==> src/rtl/instruction_sender.sv <==
// Byte-serial GPU instruction bus transmitter: sends the opcode byte, then 0..3
// argument bytes MSB-first, pacing every strobe on the receiver's i_ack handshake.
module instruction_sender #(
  parameter int unsigned SETUP_CYCLES   = 2,
  parameter int unsigned TIMEOUT_CYCLES = 1024
) (
  input  logic        i_clk,
  input  logic        i_reset,
  input  logic        i_start,
  input  logic [31:0] i_instruction,
  input  logic [1:0]  i_nargs,
  input  logic        i_ack,
  output logic        o_we,
  output logic        o_en,
  output logic [7:0]  o_data,
  output logic        o_busy,
  output logic        o_done,
  output logic        o_error
);

  localparam int unsigned SETUP_N = (SETUP_CYCLES < 1) ? 1 : SETUP_CYCLES;
  localparam int SCW = (SETUP_N < 2) ? 1 : $clog2(SETUP_N);
  localparam int WCW = (TIMEOUT_CYCLES < 2) ? 1 : $clog2(TIMEOUT_CYCLES);
  localparam logic [SCW-1:0] SETUP_LAST = SCW'(SETUP_N - 1);
  localparam logic [WCW-1:0] WAIT_LAST  = WCW'(TIMEOUT_CYCLES - 1);
  localparam logic TIMEOUT_EN = (TIMEOUT_CYCLES != 0);

  typedef enum logic [2:0] {IDLE, SETUP, STROBE, RELEASE, GAP} state_t;

  state_t         state_q;
  logic           we_q;
  logic           en_q;
  logic [7:0]     data_q;
  logic           busy_q;
  logic           done_q;
  logic           error_q;
  logic [31:0]    instr_q;
  logic [1:0]     rem_q;
  logic [SCW-1:0] setup_q;
  logic [WCW-1:0] wait_q;

  logic [7:0] next_byte;
  logic       wait_expired;

  // rem_q counts down, so it doubles as the index of the next argument byte
  assign next_byte    = instr_q[{rem_q, 3'b000} +: 8];
  assign wait_expired = TIMEOUT_EN && (wait_q == WAIT_LAST);

  always_ff @(posedge i_clk) begin
    if (i_reset) begin
      state_q <= IDLE;
      we_q    <= 1'b1;
      en_q    <= 1'b1;
      data_q  <= 8'h00;
      busy_q  <= 1'b0;
      done_q  <= 1'b0;
      error_q <= 1'b0;
      instr_q <= '0;
      rem_q   <= '0;
      setup_q <= '0;
      wait_q  <= '0;
    end else begin
      case (state_q)
        IDLE: begin
          done_q  <= 1'b0;
          error_q <= 1'b0;
          if (i_start) begin
            instr_q <= i_instruction;
            rem_q   <= i_nargs;
            data_q  <= i_instruction[7:0];
            we_q    <= 1'b0;
            busy_q  <= 1'b1;
            setup_q <= '0;
            state_q <= SETUP;
          end
        end
        SETUP: begin
          if (setup_q == SETUP_LAST) begin
            en_q    <= 1'b0;
            wait_q  <= '0;
            state_q <= STROBE;
          end else begin
            setup_q <= setup_q + SCW'(1);
          end
        end
        STROBE: begin
          if (i_ack) begin
            en_q    <= 1'b1;
            wait_q  <= '0;
            state_q <= RELEASE;
          end else if (wait_expired) begin
            en_q    <= 1'b1;
            we_q    <= 1'b1;
            error_q <= 1'b1;
            busy_q  <= 1'b0;
            state_q <= IDLE;
          end else begin
            wait_q <= wait_q + WCW'(1);
          end
        end
        RELEASE: begin
          if (!i_ack) begin
            if (rem_q != 2'd0) begin
              data_q  <= next_byte;
              rem_q   <= rem_q - 2'd1;
              state_q <= GAP;
            end else begin
              we_q    <= 1'b1;
              busy_q  <= 1'b0;
              done_q  <= 1'b1;
              state_q <= IDLE;
            end
          end else if (wait_expired) begin
            en_q    <= 1'b1;
            we_q    <= 1'b1;
            error_q <= 1'b1;
            busy_q  <= 1'b0;
            state_q <= IDLE;
          end else begin
            wait_q <= wait_q + WCW'(1);
          end
        end
        GAP: begin
          en_q    <= 1'b0;
          wait_q  <= '0;
          state_q <= STROBE;
        end
        default: state_q <= IDLE;
      endcase
    end
  end

  assign o_we    = we_q;
  assign o_en    = en_q;
  assign o_data  = data_q;
  assign o_busy  = busy_q;
  assign o_done  = done_q;
  assign o_error = error_q;

endmodule

==> config.mk <==
export PLATFORM = sky130hd
export DESIGN_NAME = instruction_sender
export DESIGN_NICKNAME = d
export VERILOG_FILES = /design/src/rtl/instruction_sender.sv
export SDC_FILE = /design/constraint.sdc
export NUM_CORES = 1
export LEC_CHECK = 0
export CELL_PAD_IN_SITES_DETAIL_PLACEMENT = 1
export CELL_PAD_IN_SITES_GLOBAL_PLACEMENT = 2
export CORE_MARGIN = 3
export CORE_UTILIZATION = 28
export CTS_CLUSTER_DIAMETER = 80
export DETAILED_ROUTE_END_ITERATION = 10
export PLACE_DENSITY = 0.73
export SYNTH_ARGS = -nofsm -noshare
export SYNTH_HDL_FRONTEND = slang
export SYNTH_SLANG_ARGS = --single-unit
==> constraint.sdc <==
create_clock -name i_clk -period 1.9 [get_ports i_clk]
set_clock_uncertainty 0.15 [all_clocks]
set_input_delay 0.285 -clock i_clk [delete_from_list [all_inputs] [get_ports i_clk]]
set_output_delay 0.285 -clock i_clk [all_outputs]
set_load 0.005 [all_outputs]
==> impl_metrics.ini, run 1 <==
[run_status]
status = complete, no violations

[clock_network]
cts_sinks = 61
holdBufCountCts = 0
numCtsBuffers = 9
htreeDepth = 3
worstSkewPairLatency_ns = 0.33
cts_buffer_depth = 2
root_buffer = clkbuf_8
path_clk_slew_ns = 0.07
cts_tree = yes

[critical_path]
r2r_end = wait_q[2]$_SDFFE_PP0P_
critPathTopFamily = simple AND/OR/NAND/NOR gates
timing.rr.start = wait_q[0]$_SDFFE_PP0P_
cp-end-kind = flip-flop
worst_path_max_delay_cell = or4_4
cp_cell_sequence = ha_4, nand2_1, or4_4, buf_6, nand3_1, mux2i_1
crit_buf_inv = 1
crit_arrival_ns = 1.92
setup.worst_path.class = flip-flop to flip-flop
crit_fanout = 6
startpoint = wait_q[0]$_SDFFE_PP0P_
required_ns = 2.01
rrSetupSlack_ns = 0.09
slowest_delay_ns = 0.60
reg2reg_depth = 6
critical_path_cell_count = 6
critPathLaunchType = flip-flop

[synthesis]
syn-num-nets = 376
synth-seq-area-share_pct = 42.4
post_synth_num_cell_types = 48
synth_area_um2 = 2880
ys_ff_latch = 61
async_flop_share_pct = 0
synthFlopType = dfxtp_1
synth_edf_count = 0
synth_cells = 336
avgSynthCellArea_um2 = 8.56
yosysWarnings = 0

[cells_and_area]
fillCellCount = 1172
n_antenna_cell = 0
stdcell_count = 557
nets = 460
utilization_pct = 41.6
drive_above_1_share_pct = 21.9
final_area_um2 = 4100
syn_to_final_growth_pct = 42.6

[min_path]
min_path_cells = 3
whs_endpoint = wait_q[6]$_SDFFE_PP0P_
hold_path_class = input pin to flip-flop
min_from = i_reset

[route]
drt-vias-per-instance = 4.84
drc = 0
drt-pass1-iter-count = 4
ant_nets = 0
vias = 2698
wl_mm = 8.39
first_iter_violations = 103
wl_per_cell_um = 15.1

[sta]
timing.fmax_mhz = 552
finalCriticalPeriod_ns = 1.81
timing.final.crit_share_pct = 95.4
slew_violations = 0
hold_viol_final = 0
max_slew.worst_pin.slew_ns = 0.430
slew-limit-headroom_pct = 71.2
setup_viol = 0
hold_ws_ns = 0.234

[place]
portBuffers = 50
gp_congestion = 0.839
placed_area_um2 = 3800
hpwlAfterDp_mm = 6.29
place_inst = 540

[global_route]
grt_max_degree = 34
gr-total-overflow = 0
grt_first_pass_wirelength_mm = 13.7
grtUsageTotal_pct = 15.0
grt_pass1_vias = 2764
grt_antenna_before_repair = 0

[power]
ir_worst_vdd_v = 0.000329
pwr-share-comb_pct = 35.8
fin_total_pwr_mw = 4.41
p_int_mw = 2.96
leakagePower_nw = 1.49
sw_frac_of_total_pct = 32.9
clock_power_share_pct = 26.7
seqPwrFrac_pct = 37.5
p_sw_mw = 1.45
power_density_nw_per_um2 = 1080

[floorplanning]
die_w_um = 107
num_rows = 36
initial_core_util_pct = 29.2
io_pins = 51
core_area_um2 = 9860
dieArea_um2 = 11500
die_h_um = 107

[run]
maxCapViolCount = 0
## worst register-to-register path: stages (launching register included)
cell     delay, ns
dfxtp_2       0.36
ha_4          0.14
nand2_1       0.07
or4_4         0.60
buf_6         0.16
nand3_1       0.09
mux2i_1       0.17
## state kept, by name, summed over array words and instances, names as in the netlist
register and count:
instr_q 32, o_busy 1, o_data 8, o_done 1, o_en 1, o_error 1
o_we 1, rem_q 2, setup_q 1, state_q 3, wait_q 10
## stage by stage
step	TNS [ns]	setup WS [ns]
after floorplan	0	0.0133
after CTS	0	0.0206
after global placement	-3.03	-0.224
after detailed placement	-4.12	-0.287
after global routing	-0.0195	-0.0195
final	0	0.0874
## layout make-up
class                   count  area, um^2  share of cell area (%)
multi-input cells         247        1610                    39.3
flip-flops and latches     61        1230                    29.9
repair buffers             96         882                    21.5
well taps                 133         166                    4.05
clock buffers              11         151                    3.69
clock inverters             4        47.5                    1.16
inverters                   5        18.8                   0.457
## worst max-delay path by stage
stage | to | slack (ns)
2_1_floorplan | rem_q[0]$_SDFFE_PP0P_ | 0.01
3_3_place_gp | wait_q[5]$_SDFFE_PP0P_ | -0.22
3_5_place_dp | wait_q[5]$_SDFFE_PP0P_ | -0.29
4_1_cts | o_busy$_SDFFE_PP0P_ | 0.02
5_1_grt | o_data[6]$_SDFFE_PP0P_ | -0.02
6_report | wait_q[2]$_SDFFE_PP0P_ | 0.09
## layer usage
layer | global-route usage [%] | vias up | share of wire [%]
met2 | 25.1 | 40 | 47
met4 | 4.87 | 0 | 1.2
met1 | 19.6 | 1276 | 48
met5 | 0 | - | 0
li1 | - | 1371 | -
met3 | 2.76 | 11 | 3.3
## cell usage in the layout, fill, tap and decap left out, drive strengths merged, types with 2 or more instances in the layout
master         Yosys  routed
nand2             75      75
dfxtp             61      61
clkdlybuf4s50      0      49
buf                9      47
a21oi             46      46
nor2              17      17
a211oi            16      16
nand2b            11      11
clkbuf            14      11
mux2i             11      11
mux4               8       8
nor3               7       7
inv                5       5
nand3              5       5
nor2b              4       4
a31oi              4       4
o31ai              3       3
a211o              3       3
or4                3       3
nor4               3       3
nor4bb             2       2
o32ai              2       2
o21ai              2       2
clkinv             0       2
nor3b              2       2
a311oi             2       2
or3                2       2
ha                 2       2
## cells by family (layout without fill, tap and decap cells)
kind of cell             count (synthesis)  after routing  synth area share, %
AO/OA/AOI/OAI                           88             88                 19.6
buffers and inverters                   28            116                 4.22
adder cells (fa/ha/maj)                  2              2                0.869
AND/OR/NAND/NOR                        138            138                 22.8
multiplexers                            19             19                 10.1
flip-flops                              61             61                 42.4
## power by group through the flow
| stage | clock, mW | sequential [mW] | combinational [mW] |
|---|---|---|---|
| final | 1.18 | 1.66 | 1.58 |
| after global routing | 1.27 | 1.69 | 1.76 |
| after CTS | 1.22 | 1.65 | 1.54 |
| after detailed placement | 0 | 1.67 | 1.53 |
| after global placement | 0 | 1.67 | 1.50 |
| after floorplan | 0 | 1.62 | 0.907 |
## cell usage after synthesis (4+ instances only)
library cell	n	share of area, %
nand2_1	74	9.7
dfxtp_1	61	42
a21oi_1	46	8.0
nor2_1	17	2.2
a211oi_1	15	3.9
clkbuf_1	14	1.8
mux2i_1	11	3.8
nand2b_1	11	2.4
mux4_2	8	6.3
buf_2	7	1.2
nor3_1	7	1.2
inv_1	5	0.65
nand3_1	5	0.87
a31oi_1	4	0.87
nor2b_1	4	0.87
## timing repair
action                     in CTS  in global routing
hold endpoints to repair        0                  0
pin swaps                       0                  4
setup endpoints to repair       6                 20
gates resized for setup         1                 19
setup buffers                   0                  2
(Power assumes the default switching activity.)
==> run 2: changes to the inputs <==
--- a/config.mk
+++ b/config.mk
@@ -7,7 +7,6 @@
 export LEC_CHECK = 0
 export CELL_PAD_IN_SITES_DETAIL_PLACEMENT = 1
 export CELL_PAD_IN_SITES_GLOBAL_PLACEMENT = 2
-export CORE_MARGIN = 3
 export CORE_UTILIZATION = 28
 export CTS_CLUSTER_DIAMETER = 80
 export DETAILED_ROUTE_END_ITERATION = 10
==> constraint.sdc (replaced) <==
create_clock -name i_clk -period 1.61 [get_ports i_clk]
set_clock_uncertainty 0.15 [all_clocks]
set_input_delay 0.2415 -clock i_clk [delete_from_list [all_inputs] [get_ports i_clk]]
set_output_delay 0.2415 -clock i_clk [all_outputs]
set_load 0.005 [all_outputs]
==> run 2 against run 1 <==
The flow now finishes with violations (setup timing); cell area rose by 14%; register-to-register slack got worse by 0.25 ns; first-iteration DRC count fell by 44%; setup slack got worse by 0.25 ns; flip-flop and latch count did not move; sequential share of layout area fell by 3.2 points; non-clock buffer count rose by 27; highest routed layer unchanged.
==> impl_metrics.ini, run 2 (synthesis gave the netlist of run 1 again) <==
[run_status]
status = complete, but fails checks
violations = setup timing

[floorplanning]
initial_core_util_pct = 29.2
dieArea_um2 = 10700
io_pins = 51
die_w_um = 103
num_rows = 36
core_area_um2 = 9860
die_h_um = 103

[critical_path]
timing.rr.start = wait_q[1]$_SDFFE_PP0P_
required_ns = 1.75
cp-end-kind = flip-flop
crit_fanout = 8
setup.worst_path.class = flip-flop to flip-flop
crit_path_end = o_en$_SDFFE_PP1P_
reg2reg_depth = 5
rrSetupSlack_ns = -0.16
startpoint = wait_q[1]$_SDFFE_PP0P_
critPathLaunchType = flip-flop
r2r_end = o_en$_SDFFE_PP1P_
crit_arrival_ns = 1.91

[sta]
layout_setup_ws_ns = -0.159
max_slew.worst_pin.slew_ns = 0.417
timing.fmax_mhz = 565
timing.final.crit_share_pct = 110
slew_violations = 0
hold_viol_final = 0
setup_viol = 16
slew-limit-headroom_pct = 72.2
grt_setup_unrepaired = yes
finalCriticalPeriod_ns = 1.77

[cells_and_area]
syn_to_final_growth_pct = 63.2
layout_common_cells = nand2_1 (66), buf_4 (55), dfxtp_1 (44), clkdlybuf4s50_1 (39), a21oi_1 (37)
n_antenna_cell = 0
regMostFlops = instr_q
final_common_cell = nand2_1
nets = 488
drive_above_1_share_pct = 38.1
final_area_um2 = 4700
fillCellCount = 1128
largest_register_ffs = 32

[global_route]
grt_antenna_before_repair = 0
grt_pass1_vias = 3027
gr-total-overflow = 0
grt_first_pass_wirelength_mm = 14.6
grtUsageTotal_pct = 18.0
grt_max_degree = 35

[run]
maxCapViolCount = 0

[route]
drt-vias-per-instance = 4.97
wl_mm = 9.62
wl_per_cell_um = 16.4
vias = 2908
first_iter_violations = 58
drc = 0
drt-pass1-iter-count = 4
ant_nets = 0

[clock_network]
root_buffer = clkbuf_8
holdBufCountCts = 0
worstSkewPairLatency_ns = 0.34
numCtsBuffers = 9
path_clk_slew_ns = 0.07
cts_tree = yes
cts_sinks = 61
cts_buffer_depth = 2
htreeDepth = 3

[place]
hpwlAfterDp_mm = 5.77
gp_congestion = 0.782
placed_area_um2 = 3970
portBuffers = 50

[power]
power_density_nw_per_um2 = 1260
fin_total_pwr_mw = 5.91
ir_worst_vdd_v = 0.000454
leakagePower_nw = 1.87

[min_path]
hold_path_class = input pin to flip-flop
## run 2: cell count changes in the layout (fill, tap and decap cells not counted), moves of 9 or more
| cell | previous run | this run |
|---|---|---|
| dfxtp_1 | 57 | 44 |
| a21oi_2 | 0 | 9 |
| buf_4 | 42 | 55 |
| dlymetal6s2s_1 | 0 | 9 |
| clkdlybuf4s50_1 | 49 | 39 |
| a21oi_1 | 46 | 37 |
## run 2: worst max-delay path: stages, from the launching register on
cell and delay (ns):
dfxtp_2 0.35, ha_4 0.15, nand2_4 0.05, or4_4 0.57
a221oi_2 0.29, a21o_1 0.14
## run 2: how the worst min path moves through the flow
stage	startpoint	to	cells past startpoint
2_1_floorplan	i_instruction[0]	instr_q[0]$_SDFFE_PP0P_	2
4_1_cts	i_reset	wait_q[6]$_SDFFE_PP0P_	3
5_1_grt	i_reset	wait_q[6]$_SDFFE_PP0P_	3
6_report	i_reset	wait_q[8]$_SDFFE_PP0P_	3
3_5_place_dp	instr_q[3]$_SDFFE_PP0P_	instr_q[3]$_SDFFE_PP0P_	2
3_3_place_gp	instr_q[0]$_SDFFE_PP0P_	instr_q[0]$_SDFFE_PP0P_	2
## run 2: repair_timing
item / 4_1_cts / 5_1_grt
pin swaps: 15 / 15
buffers inserted: 4 / 13
resized for setup: 36 / 53
cloned: 4 / 2
setup endpoints to repair: 61 / 57
## run 2: layer usage
layer,wire length (um),global-route usage [%],part of all wire [%],vias up
li1,-,-,-,1431
met1,4240,21.5,44,1407
met2,4900,32.0,51,57
met3,318,4.03,3.3,13
met4,155,5.85,1.6,0
met5,0,0,0,-
## run 2: cell type report
cell class | count | area, um^2 | area share (%)
Clock buffer | 10 | 138 | 2.93
Sequential cell | 61 | 1250 | 26.7
Tap cell | 133 | 166 | 3.54
Timing Repair Buffer | 123 | 1200 | 25.6
Inverter | 5 | 21.3 | 0.453
Clock inverter | 5 | 75.1 | 1.60
Multi-Input combinational cell | 248 | 1840 | 39.2
## run 2: where the power goes
group / total, mW / internal (mW) / switching (mW)
clock network: 1.52 / 0.897 / 0.627
registers: 1.98 / 1.79 / 0.190
logic: 2.40 / 1.25 / 1.15
total: 5.91 / 3.94 / 1.97
## run 2: through the flow
step,TNS (ns),setup WS [ns],hold WS [ns],cells,util [%]
CTS,-1.43,-0.162,0.114,571,44.2
finish,-1.19,-0.159,0.184,585,47.6
global route,-2.88,-0.200,0.199,585,47.6
global placement,-14.07,-0.384,0.290,550,40.2
floorplan,-0.718,-0.138,0.227,336,-
detailed placement,-14.52,-0.413,0.297,550,40.2
